$ cat src/rtl/fpu_issue_buffer.sv
// fpu_issue_buffer: in-order FIFO between decode and the FPU pipeline.
// The head entry drives the FPU instruction port directly. The FPU hazard
// holds the head and suppresses issue. The buffer also provides a flush and
// a saturating count of hazard-stalled cycles.
module fpu_issue_buffer #(
  parameter int unsigned DEPTH = 4,
  parameter int unsigned CNT_W = 16
) (
  input  logic                         clk,
  input  logic                         rstn,
  input  logic                         in_valid,
  input  logic [31:0]                  in_inst,
  output logic                         in_ready,
  input  logic                         flush,
  input  logic                         fpu_hazard,
  output logic [31:0]                  out_inst,
  output logic                         out_legl,
  output logic [$clog2(DEPTH+1)-1:0]   count,
  output logic [CNT_W-1:0]             stall_cnt
);

  localparam int unsigned INST_W    = 32;
  localparam int unsigned PTR_W     = $clog2(DEPTH);
  localparam int unsigned CNT_OUT_W = $clog2(DEPTH+1);

  logic [INST_W-1:0]    mem [DEPTH];
  logic [PTR_W-1:0]     rd_ptr_q, rd_ptr_d;
  logic [PTR_W-1:0]     wr_ptr_q, wr_ptr_d;
  logic [CNT_OUT_W-1:0] count_q, count_d;
  logic [CNT_W-1:0]     stall_q, stall_d;

  logic head_valid;
  logic push;
  logic pop;
  logic stall_hit;

  // Handshake and issue decode. in_ready depends only on registered count.
  // The hazard reaches out_legl combinationally, but never in_ready.
  always_comb begin
    head_valid = (count_q != '0);
    in_ready   = (count_q != CNT_OUT_W'(DEPTH));
    push       = in_valid & in_ready & ~flush;
    out_legl   = head_valid & ~fpu_hazard & ~flush;
    pop        = out_legl;
    stall_hit  = head_valid & fpu_hazard & ~flush;
    out_inst   = head_valid ? mem[rd_ptr_q] : '0;
  end

  // Next-state for pointers, occupancy and the stall counter.
  always_comb begin
    rd_ptr_d = rd_ptr_q;
    wr_ptr_d = wr_ptr_q;
    count_d  = count_q;
    stall_d  = stall_q;
    if (flush) begin
      // A pending push is dropped, so wr_ptr stays where it is.
      count_d  = '0;
      rd_ptr_d = wr_ptr_q;
    end else begin
      if (push) wr_ptr_d = wr_ptr_q + PTR_W'(1);
      if (pop)  rd_ptr_d = rd_ptr_q + PTR_W'(1);
      unique case ({push, pop})
        2'b10:   count_d = count_q + CNT_OUT_W'(1);
        2'b01:   count_d = count_q - CNT_OUT_W'(1);
        default: count_d = count_q;
      endcase
    end
    if (stall_hit && (stall_q != '1)) stall_d = stall_q + CNT_W'(1);
  end

  // Control state register with async reset.
  always_ff @(posedge clk or negedge rstn) begin
    if (!rstn) begin
      rd_ptr_q <= '0;
      wr_ptr_q <= '0;
      count_q  <= '0;
      stall_q  <= '0;
    end else begin
      rd_ptr_q <= rd_ptr_d;
      wr_ptr_q <= wr_ptr_d;
      count_q  <= count_d;
      stall_q  <= stall_d;
    end
  end

  // Entry storage. It has no reset because the occupancy count masks stale data.
  always_ff @(posedge clk) begin
    if (push) mem[wr_ptr_q] <= in_inst;
  end

  // Drive the output ports.
  always_comb begin
    count     = count_q;
    stall_cnt = stall_q;
  end

endmodule

$ cat config.mk
export PLATFORM = sky130hd
export DESIGN_NAME = fpu_issue_buffer
export DESIGN_NICKNAME = d
export VERILOG_FILES = /design/src/rtl/fpu_issue_buffer.sv
export SDC_FILE = /design/constraint.sdc
export NUM_CORES = 1
export LEC_CHECK = 0
export ABC_AREA = 1
export BUFFER_PORTS_ARGS = -buffer_cell sky130_fd_sc_hd__buf_2
export CAP_MARGIN = 15
export CORE_ASPECT_RATIO = 0.75
export CORE_MARGIN = 2
export CORE_UTILIZATION = 50
export CTS_CLUSTER_DIAMETER = 120
export DETAILED_ROUTE_END_ITERATION = 8
export PLACE_DENSITY = 0.81
export SYNTH_ARGS = -nofsm -noshare
export SYNTH_HDL_FRONTEND = slang
export SYNTH_SLANG_ARGS = --single-unit
$ cat constraint.sdc
create_clock -name clk -period 3.8 [get_ports clk]
set_clock_uncertainty 0.2 [all_clocks]
set_input_delay 0.57 -clock clk [delete_from_list [all_inputs] [get_ports clk]]
set_output_delay 0.57 -clock clk [all_outputs]
set_load 0.01 [all_outputs]
After elaboration in Yosys (flattened, before gate mapping) --
Memories as Yosys holds them, arrays and structs flattened. Cells that the tools add are included.
Storage, ports and cells: memories 1, output and inout port bits 53, bits in writable memories 128, bits of input ports 37, register bits 23, logic and storage cells 34
Operators by class: muxes and demuxes 7, equality and inequality tests 4, bitwise gates (word level) 8, reductions and logical operators 5, $add $sub $neg 5
Memory list:
- mem | words 4, width 32, read ports 1, clocked after Yosys merged registers in 0, write ports 1, line 26 | logic [INST_W-1:0] mem [DEPTH];
Operators by type and width (count):
- $mux 32 | 1
- $add 16x1->16 const B | 1
- $ne 16x16->1 const B | 1
- $and 1x1->1 | 6
- $pmux 3 s2 | 1
- $reduce_bool 3->1 | 2
- $add 2x1->2 const B | 2
- $mux 2 | 2
- $add 3x1->3 const B | 1
- $mux 3 | 1
- $ne 3x3->1 const B | 1
- $sub 3x1->3 const B | 1
- $eq 2x1->1 const B | 1
- $eq 2x2->1 const B | 1
- $mux 1 | 2
- $not 1->1 | 2
- $reduce_and 2->1 | 1
- $reduce_bool 2->1 | 1
- $logic_and 1x1->1 | 1

Logic depth before layout (Yosys ltp) --
depth after elaboration 6, gate-level depth with buffers 12

Least setup slack after synthesis --
OpenSTA, ideal clock, no wires.
path type input to register, from input flush, to memory mem[0][0], enable pin, data required time 3179 ps, data arrival time 2385 ps, stages 4, path slack 794 ps, path through buf_2 > inv_1 > nand3_1 > nor2_1
Between the ends: word-level cells in the longest chain between the ends 4
RTL lines:
- start, declared | line 14 | input logic flush,
- $not 1->1 | line 42 | push = in_valid & in_ready & ~flush;
- $and 1x1->1 | line 42
- $mux 1 | line 88 | if (push) mem[wr_ptr_q] <= in_inst;
- $mux 1 (implied by the code) | line 88
- end, declared | line 26
No other way between the ends.

Worst setup path in the final report --
from register rd_ptr_q[0], to output out_inst[10]
Between the ends: word-level cells in the longest chain between the ends 2
RTL lines:
- start, declared | line 27 | logic [PTR_W-1:0] rd_ptr_q, rd_ptr_d;
- start signal, assigned | line 79 | rd_ptr_q <= rd_ptr_d;
- $mem_v2 4x32
- $mux 32 | line 46 | out_inst = head_valid ? mem[rd_ptr_q] : '0;
- end, declared | line 16 | output logic [31:0] out_inst,
No other way between the ends.

==> flow_summary.ini <==
[status]
run_status = completed

[detailed_routing]
vias_per_cell = 5.33
ant_nets = 0
first_pass_iters = 5
drt-total-wl_um = 13800
routedWlPerCell_um = 16.3
initialDrtViolationCount = 338
drc = 0
route.vias.total = 4518

[placed_design]
place_hpwl_um = 8710
gp_congestion = 0.852
post_dp_cell_area_mm2 = 0.00700
portBuffers = 89

[clocking]
clkTransAtPathRegs_ps = 60
clock_path_buffers = 2
hold_buffers = 1
clk_latency_ps = 420
cts_resized = 0
cts_tree = done
htreeDepth = 4
tritoncts.num_buffers = 17
root_buffer = clkbuf_16
cts_setup_buffers = 0
cts.sinks = 151

[worst_setup_path]
path_class = flip-flop to output pin
r2r_end = count[2]
reg2reg_from = count[1]
worstPathArrival_ps = 2590
cp.required_ps = 3030
endpoint = out_inst[10]
rrSetupSlack_ps = 1490
cp-start-kind = flip-flop
crit_start = rd_ptr_q[0]
r2r_cells = 12
critPathCaptureType = output pin
crit_fanout = 43

[floorplanning]
ios = 90
die_width_um = 134
core_mm2 = 0.0123
die-area_mm2 = 0.0137
start_util = 0.516
die_h_um = 102
rows = 35

[synth]
synth_common_cells = nor2_1, edfxtp_1, nand2_1
synth-xor-area-share = 0.0137
synthArstFlopShare = 0.152
synth-edff-count = 128
synth.most_common_cell = nor2_1
synth_mux_area_frac = 0
synth_top_family_by_area = simple AND/OR/NAND/NOR gates
syn-cell-area_mm2 = 0.00638
ys_types = 29
synth_cells = 579
yosysTopAreaCellShare = 0.603
ys_ff_latch = 151
yosys.area_share.simple = 0.158
synthAdderAreaFrac = 0.0129
yosys_warnings = 0
synth_compound_area_frac = 0.0881
seq_area_frac_synth = 0.693
ys_top_cells_by_area = edfxtp_1, dfrtp_1, nor2_1, o21ai_0, nand2_1
synthFlopType = edfxtp_1
syn-num-nets = 622
yosysTopAreaCell = edfxtp_1
post_synth.cell_area_avg_um2 = 11.0

[sta]
fin_crit_ps = 3360
relSlewSlack = 0.334
worst_pin_slew_ps = 993
period_share = 0.884
fmax_mhz = 298
rsz0062_at_grt = false
report.final.slew_viol_count = 0
finalSetupTns_ps = 0
finalHoldViolCount = 0
finalSetupViolations = 0

[grt]
grt_pass1_vias = 4419
antenna_found_initial = 0
grtUsageTotal = 0.215
grt_max_degree = 68
grt_pass1_wl_um = 22300
grt.overflow.total = 0

[min_path]
whs_path_depth = 1
hold_class = input pin to flip-flop

[cells_and_area]
design_area_mm2 = 0.00758
synthToLayoutAreaGrowth_pct = 18.8
nFillCells = 954
fin_util = 0.613
nets = 713
drive_gt1_frac = 0.210
insertedDiodeCount = 0

[power]
vdd_ir_drop_max_uv = 507
cellPowerDensity_mw_per_mm2 = 730
leakagePower_uw = 0.00295

[job]
drv_cap = 0
worst max-delay path, cell delays in order (launching register included):
cell	delay, ps
dfrtp_2	360
clkinv_1	760
buf_4	530
o21ai_0	250
a21oi_1	90
buf_2	180
through the flow:
stage | setup slack (ps) | cells | hold WS, ps | power [uW]
after global routing | 172 | 848 | 151 | 5890
after CTS | 403 | 848 | 150 | 5570
after detailed placement | 860 | 816 | 362 | 3950
final | 442 | 848 | 166 | 5530
after floorplan | 794 | 579 | 74.4 | 3320
after global placement | 1060 | 816 | 338 | 3870
final cells by class:
type / instances / area (um2) / share of cell area
sequential: 151 / 4420 / 0.583
multi-input combinational: 377 / 1770 / 0.233
timing repair buffer: 99 / 523 / 0.0690
clock buffer: 17 / 425 / 0.0562
tap: 166 / 208 / 0.0274
clock inverter: 14 / 140 / 0.0185
inverter: 24 / 92.6 / 0.0122
kinds of logic (layout without fill, tap and decap cells):
group	after synthesis	after routing
and+or+nand+nor	251	251
DFF	151	151
AOI/OAI and AO/OA	110	110
buffers and inverters	51	154
xor gates and xnor gates	10	10
adders and majority gates	6	6
placed cells by master, fill, tap and decap left out, drive strengths merged, types with 2 or more instances in the layout:
master	netlist	layout
a21oi	34	34
buf	15	98
clkbuf	12	17
clkinv	1	3
clkinvlp	0	5
dfrtp	23	23
edfxtp	128	128
ha	5	5
inv	23	29
nand2	78	78
nand3	12	12
nand3b	2	2
nand4	4	4
nor2	150	150
nor3	4	4
o21ai	76	76
xnor2	7	7
xor2	3	3
sequential cells by signal (all words and copies together) (netlist names):
signal and count:
mem 128, stall_cnt 16, count 3, wr_ptr_q 2
rd_ptr_q 2
worst min path at each step:
stage | from | endpoint | slack [ps]
after global routing | in_inst[10] | mem[3][10] | 150
after global placement | stall_cnt[15] | stall_cnt[15] | 340
after floorplan | rstn | count[0] | 70
final | in_inst[10] | mem[1][10] | 170
after CTS | in_inst[10] | mem[1][10] | 150
after detailed placement | stall_cnt[15] | stall_cnt[15] | 360
routing by layer:
layer | up-vias | routed length [um] | track usage
met5 | - | 0 | 0
met4 | 0 | 242 | 0.0858
met3 | 23 | 814 | 0.0425
met2 | 161 | 6840 | 0.355
met1 | 2168 | 5920 | 0.285
li1 | 2166 | - | -
power by group:
group          leakage (uW)  switching (uW)  internal (uW)
sequential          0.00146             123           2030
combinational       0.00122            1190            591
clock              0.000261             686            912
total               0.00295            2000           3530
No activity file was read; power rests on OpenSTA's default activity.
